[src/rtl/ex_pkg.sv]
// Shared encodings for the execute stage: ALU operation classes, R-type
// function codes and the multiplier FSM state type.
package ex_pkg;

  localparam logic [2:0] ALUOP_ADD   = 3'b000;
  localparam logic [2:0] ALUOP_SUB   = 3'b001;
  localparam logic [2:0] ALUOP_RTYPE = 3'b010;
  localparam logic [2:0] ALUOP_AND   = 3'b011;
  localparam logic [2:0] ALUOP_OR    = 3'b100;
  localparam logic [2:0] ALUOP_SLT   = 3'b101;

  localparam logic [5:0] FUNCT_ADD  = 6'b100000;
  localparam logic [5:0] FUNCT_SUB  = 6'b100010;
  localparam logic [5:0] FUNCT_AND  = 6'b100100;
  localparam logic [5:0] FUNCT_OR   = 6'b100101;
  localparam logic [5:0] FUNCT_SLT  = 6'b101010;
  localparam logic [5:0] FUNCT_MULT = 6'b011000;
  localparam logic [5:0] FUNCT_MFHI = 6'b010000;
  localparam logic [5:0] FUNCT_MFLO = 6'b010010;

  typedef enum logic [1:0] {
    IDLE = 2'd0,
    MUL  = 2'd1,
    DONE = 2'd2
  } mult_state_e;

endpackage

[src/rtl/ex_stage_booth_mult.sv]
// Sequential radix-2 Booth multiplier (signed), one step per cycle, with the
// HI/LO result registers. The accumulator is one bit wider than the operands.
module booth_mult
  import ex_pkg::*;
#(
  parameter int WIDTH = 32
) (
  input  logic             clk,
  input  logic             rst,
  input  logic             start,
  input  logic [WIDTH-1:0] multiplicand,
  input  logic [WIDTH-1:0] multiplier,
  output logic             busy,
  output logic             done,
  output logic [WIDTH-1:0] hi,
  output logic [WIDTH-1:0] lo
);

  localparam int CW = $clog2(WIDTH);

  mult_state_e      state_q;
  logic [WIDTH:0]   m_q, acc_q, acc_sum, acc_d;
  logic [WIDTH-1:0] q_q, q_d, hi_q, lo_q;
  logic             q1_q, q1_d;
  logic [CW-1:0]    count_q;

  // One Booth step: conditional add/sub of M, then arithmetic shift of {ACC,Q,q-1}.
  always_comb begin
    acc_sum = acc_q;
    case ({q_q[0], q1_q})
      2'b10:   acc_sum = acc_q - m_q;
      2'b01:   acc_sum = acc_q + m_q;
      default: acc_sum = acc_q;
    endcase
    {acc_d, q_d, q1_d} = $signed({acc_sum, q_q, q1_q}) >>> 1;
  end

  always_ff @(posedge clk or posedge rst) begin
    if (rst) begin
      state_q <= IDLE;
      m_q     <= '0;
      acc_q   <= '0;
      q_q     <= '0;
      q1_q    <= 1'b0;
      count_q <= '0;
      hi_q    <= '0;
      lo_q    <= '0;
    end else begin
      case (state_q)
        IDLE: begin
          if (start) begin
            m_q     <= {multiplicand[WIDTH-1], multiplicand};
            acc_q   <= '0;
            q_q     <= multiplier;
            q1_q    <= 1'b0;
            count_q <= '0;
            state_q <= MUL;
          end
        end
        MUL: begin
          acc_q   <= acc_d;
          q_q     <= q_d;
          q1_q    <= q1_d;
          count_q <= count_q + 1'b1;
          if (count_q == CW'(WIDTH - 1)) begin
            hi_q    <= acc_d[WIDTH-1:0];
            lo_q    <= q_d;
            state_q <= DONE;
          end
        end
        DONE:    state_q <= IDLE;
        default: state_q <= IDLE;
      endcase
    end
  end

  assign busy = (state_q != IDLE);
  assign done = (state_q == DONE);
  assign hi   = hi_q;
  assign lo   = lo_q;

endmodule

[src/rtl/ex_stage.sv]
// Execute stage: combinational ALU, branch-target adder, destination select,
// and the stall interface around the sequential Booth multiplier.
module ex_stage
  import ex_pkg::*;
#(
  parameter int WIDTH = 32
) (
  input  logic             clk,
  input  logic             rst,
  input  logic [WIDTH-1:0] ReadData1,
  input  logic [WIDTH-1:0] ReadData2,
  input  logic [WIDTH-1:0] SignExtendImmediate,
  input  logic             ALUSrc,
  input  logic             RegDst,
  input  logic [2:0]       ALUOp,
  input  logic [5:0]       funct,
  input  logic [4:0]       rd,
  input  logic [4:0]       rt,
  input  logic [WIDTH-1:0] nextPC,
  output logic [WIDTH-1:0] ALUResult,
  output logic             Zero,
  output logic [WIDTH-1:0] BranchTarget,
  output logic [4:0]       WriteReg,
  output logic [WIDTH-1:0] StoreData,
  output logic             Stall,
  output logic             Busy
);

  logic [WIDTH-1:0] op_b, hi, lo, result;
  logic             is_mult, start, mul_busy, mul_done, lt;

  assign op_b    = ALUSrc ? SignExtendImmediate : ReadData2;
  assign lt      = $signed(ReadData1) < $signed(op_b);
  assign is_mult = (ALUOp == ALUOP_RTYPE) && (funct == FUNCT_MULT);
  // A mult held in ID_EX during DONE must not relaunch, hence the busy gate.
  assign start   = is_mult & ~mul_busy & ~rst;

  booth_mult #(.WIDTH(WIDTH)) u_mult (
    .clk          (clk),
    .rst          (rst),
    .start        (start),
    .multiplicand (ReadData1),
    .multiplier   (ReadData2),
    .busy         (mul_busy),
    .done         (mul_done),
    .hi           (hi),
    .lo           (lo)
  );

  always_comb begin
    result = '0;
    case (ALUOp)
      ALUOP_ADD: result = ReadData1 + op_b;
      ALUOP_SUB: result = ReadData1 - op_b;
      ALUOP_AND: result = ReadData1 & op_b;
      ALUOP_OR:  result = ReadData1 | op_b;
      ALUOP_SLT: result = {{(WIDTH-1){1'b0}}, lt};
      ALUOP_RTYPE: begin
        case (funct)
          FUNCT_ADD:  result = ReadData1 + op_b;
          FUNCT_SUB:  result = ReadData1 - op_b;
          FUNCT_AND:  result = ReadData1 & op_b;
          FUNCT_OR:   result = ReadData1 | op_b;
          FUNCT_SLT:  result = {{(WIDTH-1){1'b0}}, lt};
          FUNCT_MULT: result = lo;
          FUNCT_MFHI: result = hi;
          FUNCT_MFLO: result = lo;
          default:    result = '0;
        endcase
      end
      default: result = '0;
    endcase
  end

  assign ALUResult    = result;
  assign Zero         = (result == '0);
  assign BranchTarget = nextPC + (SignExtendImmediate << 2);
  assign WriteReg     = RegDst ? rd : rt;
  assign StoreData    = ReadData2;
  assign Stall        = start | (mul_busy & ~mul_done);
  assign Busy         = mul_busy;

endmodule
[config.mk]
export PLATFORM = sky130hd
export DESIGN_NAME = ex_stage
export DESIGN_NICKNAME = d
export VERILOG_FILES = /design/src/rtl/ex_pkg.sv /design/src/rtl/ex_stage_booth_mult.sv /design/src/rtl/ex_stage.sv
export SDC_FILE = /design/constraint.sdc
export NUM_CORES = 1
export LEC_CHECK = 0
export CAP_MARGIN = 20
export CELL_PAD_IN_SITES_DETAIL_PLACEMENT = 1
export CELL_PAD_IN_SITES_GLOBAL_PLACEMENT = 1
export CORE_AREA = 2 2 220 222
export DETAILED_ROUTE_END_ITERATION = 8
export DIE_AREA = 0 0 222 224
export MAX_ROUTING_LAYER = met4
export PLACE_DENSITY = 0.84
export SLEW_MARGIN = 20
export SYNTH_ARGS = -nofsm -noshare
export SYNTH_HDL_FRONTEND = slang
export SYNTH_SLANG_ARGS = --single-unit
[constraint.sdc]
create_clock -name clk -period 6.1 [get_ports clk]
set_clock_uncertainty 0.2 [all_clocks]
set_input_delay 0.915 -clock clk [delete_from_list [all_inputs] [get_ports clk]]
set_output_delay 0.915 -clock clk [all_outputs]
set_load 0.02 [all_outputs]
==> results.sh <==
export IMPL_status="finished, violations left"
export IMPL_violations="setup timing"
export IMPL_grt_max_degree=126
export IMPL_cts_tree="built"
export IMPL_synthAdderAreaFrac_pct=12.2
export IMPL_num_rows=80
export IMPL_powerDensity_nw_per_um2=251
export IMPL_p_clk_share_pct=17.8
export IMPL_antenna_found_initial=3
export IMPL_yosysUniqueCellTypes=91
export IMPL_finalPower_mw=6.48
export IMPL_synth_top_area_share_pct=24.3
export IMPL_area_delta_synth_final_pct=49.3
export IMPL_dp_slack_ns=-1.28
export IMPL_cts_sinks=168
export IMPL_die_h_um=224
export IMPL_start_util_pct=36.6
export IMPL_path_clk_slew_ns=0.08
export IMPL_dpl_hpwl_um=69500
export IMPL_holdCritPathClass="reg -> reg"
export IMPL_max_cap_violations=0
export IMPL_pin_count=255
export IMPL_startpoint_type="input pin"
export IMPL_synth_compound_area_share_pct=26.4
export IMPL_clock_latency_ns=0.52
export IMPL_drt_first_pass_iters=5
export IMPL_worstSetupEndpointType="output port"
export IMPL_power_internal_mw=3.56
export IMPL_relSlewSlack_pct=25.7
export IMPL_ys_ff_latch=168
export IMPL_dieArea_um2=49700
export IMPL_grt_usage_pct=34.9
export IMPL_fin_ws_ns=-0.129
export IMPL_comb_power_share_pct=60.5
export IMPL_wl_um=86000
export IMPL_sw_frac_of_total_pct=45.1
export IMPL_routedWlPerCell_um=24.0
export IMPL_vias_per_cell=5.77
export IMPL_timing_rr_start="u_mult.m_q[10]$_DFFE_PP0P_"
export IMPL_die_w_um=222
export IMPL_grt_overflow_total=0
export IMPL_place_congestion=1.02
export IMPL_synthSimpleGateAreaFrac_pct=20.3
export IMPL_drc=0
export IMPL_yosys_top_cells_area="dfrtp_1 (24%), ha_1 (12%), nand2_1 (6.1%), o21ai_0 (5.2%), a21oi_1 (4.4%)"
export IMPL_crit_required_ns=4.98
export IMPL_rr_worst_depth=19
export IMPL_holdWs_ns=0.296
export IMPL_synthesis_nets=2562
export IMPL_synthXorXnorAreaFrac_pct=4.55
export IMPL_syn_area_um2=17300
export IMPL_core_region_area_um2=47300
export IMPL_ys_seq_area_share_pct=24.3
export IMPL_crit_fanout=4
export IMPL_htreeDepth=4
export IMPL_grt_pass1_wl_um=129000
export IMPL_worstSetupPathType="in -> out"
export IMPL_hp_start="u_mult.hi[20]$_DFFE_PP0P_"
export IMPL_cts_buffers_inserted=17
export IMPL_final_cell_mix="buf_4 (571), nand2_1 (280), clkdlybuf4s50_1 (224)"
export IMPL_regToRegEndpoint="u_mult.acc_q[30]$_DFFE_PP0P_"
export IMPL_dr_total_vias=20700
export IMPL_layout_commonest_cell="buf_4"
export IMPL_grt_pass1_vias=21800
export IMPL_critPathCapture="Zero"
export IMPL_worst_ep_arrival_time_ns=5.11
export IMPL_numPortBuffers=250
export IMPL_dp_cells=3516
export IMPL_root_buffer="clkbuf_16"
export IMPL_syn_area_per_cell_um2=7.72
export IMPL_setup_viol=1
export IMPL_p_leak_nw=11.9
export IMPL_ant_nets=0
export IMPL_netlist_instances=2245
export IMPL_power_switching_mw=2.93
export IMPL_yosysWarnings=0
export IMPL_r2r_setup_slack_ns=0.93
export IMPL_vdd_drop_max_v=0.000254
export IMPL_synth_top_family_by_area="compound AO/OA/AOI/OAI gates"
export IMPL_synth_area_leader_cell="dfrtp_1"
export IMPL_async_flop_share_pct=100
export IMPL_synth_main_ff_cell="dfrtp_1"
export IMPL_drive_gt1_share_pct=28.0
export IMPL_utilization_pct=54.6
export IMPL_final_cells=3578
export IMPL_hold_violations=0
export IMPL_min_period_ns=6.23
export IMPL_synth_edf_count=0
export IMPL_drt_initial_drc_count=1519
export IMPL_seq_power_share_pct=21.6
export IMPL_layout_nets=3265
export IMPL_rsz0062_at_grt="yes"
export IMPL_finalCritPeriodShare_pct=102
export IMPL_max_clock_path_buffers=2
export IMPL_max_freq_ghz=0.161
export IMPL_cts_hold_buf=0
export IMPL_critPathLaunch="ALUSrc"
export IMPL_slew_violations=0
export IMPL_tightest_slew_ns=1.11
export IMPL_synthMuxAreaShare_pct=5.37
==> registers in the layout, summed over array words and instances (netlist names) <==
| register | flops |
|---|---|
| u_mult.q_q | 32 |
| u_mult.acc_q | 32 |
| u_mult.m_q | 32 |
| u_mult.count_q | 5 |
| u_mult.q1_q | 1 |
| u_mult.state_q | 2 |
| u_mult.lo | 32 |
| u_mult.hi | 32 |
==> power groups by stage <==
stage,logic [mW],registers (mW),clock network (mW)
floorplan,2.20,1.38,0
global placement,3.52,1.41,0
detailed placement,3.69,1.42,0
CTS,3.78,1.40,1.17
global route,4.24,1.42,1.20
finish,3.93,1.40,1.15
==> worst min-delay path by stage <==
stage / to / slack (ns) / cells past startpoint
after global placement: u_mult.hi[20]$_DFFE_PP0P_ / 0.27 / 2
after floorplan: u_mult.hi[19]$_DFFE_PP0P_ / 0.25 / 2
after global routing: u_mult.hi[20]$_DFFE_PP0P_ / 0.32 / 2
after detailed placement: u_mult.hi[20]$_DFFE_PP0P_ / 0.28 / 2
final: u_mult.hi[20]$_DFFE_PP0P_ / 0.30 / 2
after CTS: u_mult.hi[20]$_DFFE_PP0P_ / 0.30 / 2
==> critical path, stage by stage <==
cell,delay (ns)
buf_12,0.11
mux2i_4,0.26
inv_2,0.09
buf_6,0.12
ha_4,0.16
buf_6,0.12
a211oi_4,0.26
nor2_2,0.08
a221o_1,0.32
a21o_1,0.16
a221o_1,0.35
or4_4,0.45
nor4_4,0.22
buf_4,0.15
or4b_4,0.49
nor4_4,0.29
nand3_2,0.15
nor4_4,0.24
buf_4,0.18
==> cell families after synthesis <==
logic type | Yosys count
AO/OA/AOI/OAI | 694
AND/OR/NAND/NOR | 760
adder cells (fa/ha/maj) | 166
multiplexers | 88
buffers and inverters | 279
flip-flops | 168
XOR/XNOR | 90
==> layout make-up <==
type,count,area (um^2)
Clock inverter,13,139
Clock buffer,19,433
Tap cell,615,769
Timing Repair Buffer,832,6970
Antenna cell,2,5.00
Sequential cell,168,4200
Multi-Input combinational cell,1798,12800
Inverter,131,497
Fill cell,5705,21500
==> routing by layer <==
layer,up-vias,share of wire (%),track usage (%)
met5,-,0,-
met3,137,6.9,6.94
met1,10400,44,44.5
li1,9487,-,-
met4,0,2.7,11.5
met2,658,46,55.5
==> cell usage after synthesis (43+ instances only) <==
library cell / count
ha_1: 162
a21oi_1: 153
mux2i_1: 48
xor2_1: 43
nor3_1: 58
nand3_1: 57
nand2_1: 282
xnor2_1: 47
nor2_1: 192
inv_1: 129
o21ai_0: 180
clkbuf_1: 89
dfrtp_1: 168
a31oi_1: 52
==> timing repair <==
| action | CTS | global route |
|---|---|---|
| endpoints found under the setup margin | 21 | 15 |
| setup buffers | 14 | 14 |
| pin swaps | 22 | 46 |
| gates resized for setup | 105 | 136 |
| gates cloned | 0 | 0 |
==> through the flow <==
step | cell area (um^2) | TNS, ns
after global placement | 24200 | -7.37
after global routing | 25900 | -0.242
after CTS | 25200 | -0.258
final | 25900 | -0.129
after detailed placement | 24200 | -8.72
after floorplan | 17400 | 0
Power figures use the tool's default switching activity.
